--- src/rtl/sd_spi_pkg.sv ---
// sd_spi_pkg: shared constants for the SD-card SPI master.
// Contents: bus addresses, STATUS bit indices, FSM state type, divider helper.
package sd_spi_pkg;

    localparam logic [15:0] ADDR_DATA = 16'h0000;
    localparam logic [15:0] ADDR_CTRL = 16'h0001;

    localparam int ST_BUSY    = 0;
    localparam int ST_PRESENT = 1;
    localparam int ST_CS      = 2;
    localparam int ST_OVERRUN = 3;

    typedef enum logic [1:0] {
        IDLE  = 2'd0,
        SHIFT = 2'd1,
        DONE  = 2'd2
    } state_t;

    function automatic int calc_div(input int clk_freq, input int spi_freq);
        int d;
        d = clk_freq / (2 * spi_freq);
        return (d < 1) ? 1 : d;
    endfunction

endpackage

--- src/rtl/sd_spi_master_clkdiv.sv ---
// sd_spi_clkdiv: emits a one-cycle tick every DIV enabled clk cycles.
// Ports: clk, rst (async active-low), en (counter held at 0 when low), tick.
module sd_spi_clkdiv #(
    parameter int DIV = 1
) (
    input  logic clk,
    input  logic rst,
    input  logic en,
    output logic tick
);

    localparam int W = (DIV > 1) ? $clog2(DIV) : 1;

    logic [W-1:0] cnt;

    assign tick = en && (cnt == W'(DIV - 1));

    always_ff @(posedge clk or negedge rst) begin
        if (!rst)
            cnt <= '0;
        else
            cnt <= (!en || tick) ? '0 : cnt + 1'b1;
    end

endmodule

--- src/rtl/sd_spi_master.sv ---
// sd_spi_master: byte-wide SPI (mode 0) master for an SD card on a small register bus.
// Ports: clk, rst (async active-low); bus addr/mosi/miso/write; card sd_cs/sd_sck/
// sd_mosi/sd_miso/sd_det; debug (driven only when SD_SPI_DEBUG_EN is defined, else 0).
module sd_spi_master
    import sd_spi_pkg::*;
#(
    parameter int CLK_FREQ = 200_000_000,
    parameter int SPI_FREQ = 400_000
) (
    input  logic        clk,
    input  logic        rst,
    input  logic [15:0] addr,
    input  logic [7:0]  mosi,
    output logic [7:0]  miso,
    input  logic        write,
    output logic        sd_cs,
    output logic        sd_sck,
    output logic        sd_mosi,
    input  logic        sd_miso,
    input  logic        sd_det,
    output logic [7:0]  debug
);

    localparam int DIV = calc_div(CLK_FREQ, SPI_FREQ);

    state_t      state, state_n;
    logic        write_q, busy, tick, overrun;
    logic        data_wr, ctrl_wr;
    logic [1:0]  det_sync, miso_sync;
    logic [3:0]  bit_cnt;
    logic [7:0]  tx_sh, rx_sh, rx_byte, status;

    sd_spi_clkdiv #(.DIV(DIV)) u_clkdiv (
        .clk  (clk),
        .rst  (rst),
        .en   (state == SHIFT),
        .tick (tick)
    );

    // A write acts only on its first cycle.
    assign data_wr = write && !write_q && (addr == ADDR_DATA);
    assign ctrl_wr = write && !write_q && (addr == ADDR_CTRL);
    assign busy    = (state != IDLE);
    assign sd_mosi = (state == SHIFT) ? tx_sh[7] : 1'b1;

    always_comb begin
        status               = 8'h00;
        status[ST_BUSY]      = busy;
        status[ST_PRESENT]   = !det_sync[1];
        status[ST_CS]        = sd_cs;
        status[ST_OVERRUN]   = overrun;
        miso = (addr == ADDR_DATA) ? rx_byte : (addr == ADDR_CTRL) ? status : 8'h00;
    end

    always_ff @(posedge clk or negedge rst) begin
        if (!rst)
            state <= IDLE;
        else
            state <= state_n;
    end

    always_comb begin
        state_n = state;
        unique case (state)
            IDLE:    state_n = data_wr ? SHIFT : IDLE;
            SHIFT:   state_n = (tick && bit_cnt == 4'd15) ? DONE : SHIFT;
            DONE:    state_n = IDLE;
            default: state_n = IDLE;
        endcase
    end

    // bit_cnt counts sck half-periods; even ticks rise (sample), odd ticks fall (shift).
    always_ff @(posedge clk or negedge rst) begin
        if (!rst) begin
            write_q   <= 1'b0;
            det_sync  <= 2'b11;
            miso_sync <= 2'b11;
            sd_cs     <= 1'b1;
            sd_sck    <= 1'b0;
            overrun   <= 1'b0;
            bit_cnt   <= 4'd0;
            tx_sh     <= 8'hFF;
            rx_sh     <= 8'hFF;
            rx_byte   <= 8'hFF;
        end else begin
            write_q   <= write;
            det_sync  <= {det_sync[0], sd_det};
            miso_sync <= {miso_sync[0], sd_miso};
            if (ctrl_wr) begin
                sd_cs <= mosi[0];
                if (mosi[7])
                    overrun <= 1'b0;
            end
            if (data_wr && busy)
                overrun <= 1'b1;
            if (state == IDLE) begin
                bit_cnt <= 4'd0;
                sd_sck  <= 1'b0;
                if (data_wr)
                    tx_sh <= mosi;
            end else if (state == SHIFT && tick) begin
                bit_cnt <= bit_cnt + 4'd1;
                sd_sck  <= !sd_sck;
                if (sd_sck)
                    tx_sh <= {tx_sh[6:0], 1'b1};
                else
                    rx_sh <= {rx_sh[6:0], miso_sync[1]};
            end
            if (state == DONE)
                rx_byte <= rx_sh;
        end
    end

`ifdef SD_SPI_DEBUG_EN
    assign debug = {2'(state), bit_cnt, sd_sck, busy};
`else
    assign debug = 8'h00;
`endif

endmodule

--- config.mk ---
export PLATFORM = sky130hd
export DESIGN_NAME = sd_spi_master
export DESIGN_NICKNAME = d
export VERILOG_FILES = /design/src/rtl/sd_spi_pkg.sv /design/src/rtl/sd_spi_master_clkdiv.sv /design/src/rtl/sd_spi_master.sv
export SDC_FILE = /design/constraint.sdc
export NUM_CORES = 1
export LEC_CHECK = 0
export CAP_MARGIN = 30
export CORE_MARGIN = 2
export CORE_UTILIZATION = 45
export CTS_CLUSTER_SIZE = 8
export DETAILED_ROUTE_END_ITERATION = 12
export PLACE_DENSITY = 0.75
export RECOVER_POWER = 50
export REMOVE_ABC_BUFFERS = 1
export SLEW_MARGIN = 25
export SYNTH_ARGS = -nofsm -noshare
export SYNTH_HDL_FRONTEND = slang
export SYNTH_SLANG_ARGS = --single-unit
export TNS_END_PERCENT = 20
--- constraint.sdc ---
create_clock -name clk -period 1.7 [get_ports clk]
set_clock_uncertainty 0.1 [all_clocks]
set_input_delay 0.34 -clock clk [delete_from_list [all_inputs] [get_ports clk]]
set_output_delay 0.34 -clock clk [all_outputs]
set_load 0.02 [all_outputs]
; Yosys cells after proc, flatten, opt, wreduce, memory -nomap -nowiden
; Index checks and enable logic that the tools add are counted.
[classes]
n_addsub = 2
n_eq_ne = 6
mux = 18
bitwise_logic = 2
n_reduce_logical = 22
[op_table]
columns = operator, n
row1 = 8-bit 2-to-1 mux, 6
row2 = "16-bit by 1-bit equality test with 1-bit output, second input constant", 1
row3 = 16-bit zero test, 1
row4 = 4-bit 2-to-1 mux, 3
row5 = 2-bit nonzero test, 5
row6 = "8-bit by 1-bit adder with 8-bit output, second input constant", 1
row7 = "8-bit equality test, second input constant", 1
row8 = 1-bit logical AND, 7
row9 = 1-bit 2-to-1 mux, 7
row10 = 3-bit AND reduction, 2
row11 = "4-bit by 1-bit adder with 4-bit output, second input constant", 1
row12 = "4-bit equality test, second input constant", 1
row13 = 1-bit zero test, 4
row14 = 2-bit one-hot mux with 2 select lines, 1
row15 = "2-bit by 1-bit equality test with 1-bit output, second input constant", 1
row16 = "2-bit equality test, second input constant", 1
row17 = 2-bit zero test, 1
row18 = 2-bit 2-to-1 mux, 1
row19 = "2-bit != test, second input constant", 1
row20 = 1-bit inverter, 2
row21 = 2-bit AND reduction, 1
row22 = 1-bit logical OR, 1
[totals]
reg_bits = 46
inputBits = 29
output_inout_bits = 19

; Depth between registers and ports, before layout
[depth]
ltp_word = 6
mapped_depth = 7

; By module
; Synthesis repeated with hierarchy kept, for this count alone.
[hier_totals]
cells_unflattened = 191
hier_area_um2 = 2239.6
[modules_own_cells]
columns = mod, n_inst, cells_per_inst, area_per_inst_um2, seq_area_each_um2
row1 = sd_spi_master, 1, 147, 1796.7, 987.2
row2 = sd_spi_clkdiv, 1, 44, 442.9, 200.2

; Worst setup path before layout
; Ideal clock, no wire load.
[synth_path]
kind = input -> output
start = input port addr[1]
end = output port miso[0]
t_arrival_ns = 1.393
path_slack_ns = -0.133
stages = 3
path_cell_list = nor4_2 > nand4_1 > o21ai_0
[synth_via]
elab_chain_cells = 3
elab_cells_between_ends = 4
classes_between = eq/ne (1) / mux (2) / reduce/logical (1)
[synth_rtl]
columns = item, line_no
row1 = from (decl), sd_spi_master.sv:12  ; input logic [15:0] addr,
row2 = 16-bit by 1-bit equality test with 1-bit output, sd_spi_master.sv:52  ; miso = (addr == ADDR_DATA) ? rx_byte : (addr == ADDR_CTRL) ? status : 8'h00;
row3 = 4-bit 2-to-1 mux, sd_spi_master.sv:52
row4 = 8-bit 2-to-1 mux *, sd_spi_master.sv:52
row5 = to (decl), sd_spi_master.sv:14  ; output logic [7:0] miso,
; Every way passes the cells marked *; elsewhere a longest branch is shown, timed or not.

; Worst setup path in the final report
[layout_path]
start = input port addr[3]
end = output port miso[0]
; Same word-level chain as after synthesis.

==> results.txt <==
The flow ran to the end, but the final reports show violations. The final reports fail on negative setup slack. The clock latency of the later-clocked register in the worst-skew pair is roughly 0.3 ns. The cell sitting at the root of the clock tree is a sky130_fd_sc_hd__clkbuf_8. The fraction of synthesized area in multiplexers is 0.0875.

The power per cell area is 697 nW/µm². The initial antenna violation count was 0. The number of H-tree levels came out at 2.

Measured against its own limit, the worst slew margin works out to 0.375. IR analysis of the VDD net gives a maximum drop of about 0.39 mV. The placed standard-cell area came out at between 2000 and 3000 µm². Yosys mapped the design onto 38 distinct sky130hd cell types. The number of remaining DRC errors is 0.

For this configuration, the core starts out at a cell density of 0.466. The final design area excluding fillers is 2950 µm². The antenna diode count came out at 0. The final period utilization is 1.09. The count of flip-flops with a built-in enable after synthesis is 0. The total congestion overflow after global routing is 0.

The worst-case setup margin in the final layout came out at -0.157 ns. The sequential fraction of the synthesis area came out at 0.543. The worst setup path is of the input pin to primary output kind. The main combinational cell family by area after synthesis is simple AND/OR/NAND/NOR gates. TritonCTS built the clock tree. The first detailed-routing pass ran for 4 iterations.

Setup repair after global routing could not meet its margin everywhere. After the last flow step, the layout net total stands at between 200 and 300. The predominant post-synthesis flop cell is sky130_fd_sc_hd__dfstp_2. Setup violations remaining at the end of the flow were counted as 8. The final HPWL from detailed placement is between 3 and 4 mm.

Yosys attributes the largest share of cell area to sky130_fd_sc_hd__dfstp_2 (35%), sky130_fd_sc_hd__dfrtp_1 (19%), sky130_fd_sc_hd__mux2_2 (8.7%). The compound-gate portion of the synthesized area is 0.105. The ratio of routed vias to standard cells is around 5.2. The count of warnings emitted by yosys came out at 0. The total via count in the routed design is approximately 1.6k. The total area inside the core boundary comes to ~4700 µm².

The maximum count of clock buffers along a single path is 2. The mean instance size in the synthesized netlist is ~12 µm². For the worst setup path, the data arrival time is ~1.4 ns. The number of maximum-capacitance constraint violations came out at 0. The number of port buffers came out at 39.

Along the worst path, the maximum fanout reaches 6. Of the post-synthesis cell area, the dominant cell type holds 0.348. The worst setup path is captured at a primary output. In this run, CTS created clock tree buffers numbering 5.

The area share of and/or/nand/nor cells after synthesis came out at 0.169. The number of global-route vias before repair is 1570. In the synthesized netlist, the number of instances is ~180.

The leakage power total is about 1.3 nW. Timing would allow up to between 0.5 and 0.6 GHz. CTS saw 46 sinks. The die height came out at between 70 and 80 µm. The first global-routing pass estimated 7.13 mm of wire. The wire length per cell came out at between 10 and 15 µm. The routed design has between 4 and 5 mm of wire. The share of cells above drive strength 1 is 0.480.

For this run, the total global-route usage over all layers was measured as 0.171. The placement row count is 25. The number of hold-slack violations in the final timing report is 0. The final number of max-transition violations was 0. The share of async-settable or async-resettable flops after synthesis is 1.00. The synthesized design contains 46 register bits. The largest net degree at the start of global routing is 20. Among all cell types in the netlist, the one instantiated most often is sky130_fd_sc_hd__dfstp_2.

Once detail routing completed, the nets flagged for antenna violations numbered 0. The element type at the critical path start is an input pin. The initial detailed-routing violation count came out at a little under 60. Counting tap cells, the placed design contains a total of a little under 300 instances.

The final critical-path required period is 1.86 ns. The type of the worst min-delay path is flop to flop. The adder-cell share of the synthesized area is 0.0172. The chip width came out at between 70 and 80 µm.

The cell type contributing the most total cell area after synthesis is sky130_fd_sc_hd__dfstp_2. The congestion estimate from routability-driven global placement came to between 0.7 and 0.8. The count of cells in the finished layout, fillers not included, comes to 306. The commonest cells after synthesis are sky130_fd_sc_hd__dfstp_2 (29), sky130_fd_sc_hd__dfrtp_1 (17), sky130_fd_sc_hd__mux2_2 (17). The area of the mapped netlist came out at between 2000 and 2500 µm².

The clock-pin transition on the worst setup and hold timing paths came out at approximately 0.090 ns. For the pin with the worst max-slew slack, the measured transition is approximately 0.94 ns. The required time at the worst-slack endpoint is approximately 1.3 ns.

From synthesis to final layout, the design area changed by 34.7%. The die covers ~5400 µm². The area share of xor/xnor cells in the synthesized design came out at 0.0240. 48 I/O pins were placed.
[where the power goes]
| group | switching, mW | total, mW | internal (mW) |
|---|---|---|---|
| combinational | 0.0657 | 0.127 | 0.0608 |
| sequential | 0.00203 | 1.11 | 1.11 |
| clock | 0.380 | 0.821 | 0.441 |
| total | 0.448 | 2.06 | 1.61 |
[metrics by stage]
stage	total power [mW]	setup TNS, ns	setup slack (ns)	utilization	hold WS (ns)
2_1_floorplan	1.15	-0.841	-0.133	-	-0.0556
4_1_cts	2.09	-1.18	-0.170	0.623	0.260
6_report	2.06	-1.09	-0.157	0.628	0.261
5_1_grt	2.14	-3.74	-0.234	0.628	0.266
3_5_place_dp	1.26	-12.78	-1.02	0.592	0.202
3_3_place_gp	1.26	-12.67	-1.01	0.592	0.196
[logic make-up (layout without fill, tap and decap cells)]
group,Yosys count,after routing
and+or+nand+nor,58,58
AOI/OAI and AO/OA,30,30
xor gates and xnor gates,6,6
muxes,17,17
other,1,8
buffers and inverters,22,84
adders and majority gates,3,3
DFF,46,46
[placed cells by master (no fill, tap or decap), types with 3 or more instances in the layout]
cell                              netlist  layout
sky130_fd_sc_hd__and2_1                 4       4
sky130_fd_sc_hd__buf_2                  1       8
sky130_fd_sc_hd__buf_4                  9      21
sky130_fd_sc_hd__buf_6                  0      17
sky130_fd_sc_hd__clkbuf_8               0       5
sky130_fd_sc_hd__clkdlybuf4s15_1        0       3
sky130_fd_sc_hd__clkdlybuf4s50_1        0       8
sky130_fd_sc_hd__conb_1                 1       8
sky130_fd_sc_hd__dfrtp_1               17      17
sky130_fd_sc_hd__dfstp_2               29      29
sky130_fd_sc_hd__dlygate4sd3_1          0       4
sky130_fd_sc_hd__ha_1                   3       3
sky130_fd_sc_hd__inv_1                 11      11
sky130_fd_sc_hd__mux2_2                17      16
sky130_fd_sc_hd__nand2_1               14      10
sky130_fd_sc_hd__nand2_2                0       4
sky130_fd_sc_hd__nand3_1                4       4
sky130_fd_sc_hd__nand4_1                4       4
sky130_fd_sc_hd__nor2_1                13      12
sky130_fd_sc_hd__nor4_4                 2       4
sky130_fd_sc_hd__o211ai_1               8       8
sky130_fd_sc_hd__o21ai_0               10       6
sky130_fd_sc_hd__o221a_1                7       7
sky130_fd_sc_hd__xnor2_1                3       3
sky130_fd_sc_hd__xor2_1                 3       3
[area by class of cell]
type	count	area [µm²]
fill	385	1740
sequential	46	1190
multi-input combinational	122	971
timing repair buffer	65	568
clock buffer	5	68.8
tap	54	67.6
clock inverter	3	43.8
inverter	11	41.3
[routing by layer]
layer / up-vias / GRT usage / part of all wire / wire length [µm]
li1: 771 / - / - / -
met1: 758 / 0.233 / 0.47 / 1990
met2: 47 / 0.257 / 0.45 / 1900
met3: 4 / 0.0480 / 0.065 / 273
met4: 0 / 0.0667 / 0.013 / 53
met5: - / 0 / 0 / 0
[flip-flops by register name (all words and copies together), names as in the netlist, 2 cells and up]
| signal | count |
|---|---|
| state | 2 |
| det_sync | 2 |
| u_clkdiv.cnt | 8 |
| tx_sh | 8 |
| rx_sh | 8 |
| miso_sync | 2 |
| bit_cnt | 4 |
| rx_byte | 8 |
[path summary, 6_finish.rpt]
kind                       cells past startpoint  slack, ns                        end                      start
hold reg to reg                                0       0.26      det_sync[1]$_DFF_PN1_      det_sync[0]$_DFF_PN1_
hold / removal                                 0       0.26      det_sync[1]$_DFF_PN1_      det_sync[0]$_DFF_PN1_
setup reg to reg                               7       0.06       rx_sh[3]$_DFFE_PN1P_  u_clkdiv.cnt[1]$_DFF_PN0_
max in group asynchronous                      3       0.13      det_sync[1]$_DFF_PN1_                        rst
setup / recovery                               7      -0.16                    miso[0]                    addr[3]
min in group asynchronous                      2       0.60  u_clkdiv.cnt[2]$_DFF_PN0_                        rst
[critical path, cell delays in order]
cell and delay [ns]:
sky130_fd_sc_hd__buf_6 0.09, sky130_fd_sc_hd__nor4_4 0.30, sky130_fd_sc_hd__and4_4 0.28, sky130_fd_sc_hd__buf_6 0.12, sky130_fd_sc_hd__nand2_2 0.04, sky130_fd_sc_hd__o21ai_1 0.07
sky130_fd_sc_hd__buf_4 0.16
[repair_timing]
item                                   4_1_cts  5_1_grt
hold buffers                                 1        0
gates resized for setup                    131       12
setup endpoints to repair                   21       26
endpoints found under the hold margin       11        0
pin swaps                                   10        5
buffers inserted                             2        0
Note: power is estimated with default switching activity, not from simulation.
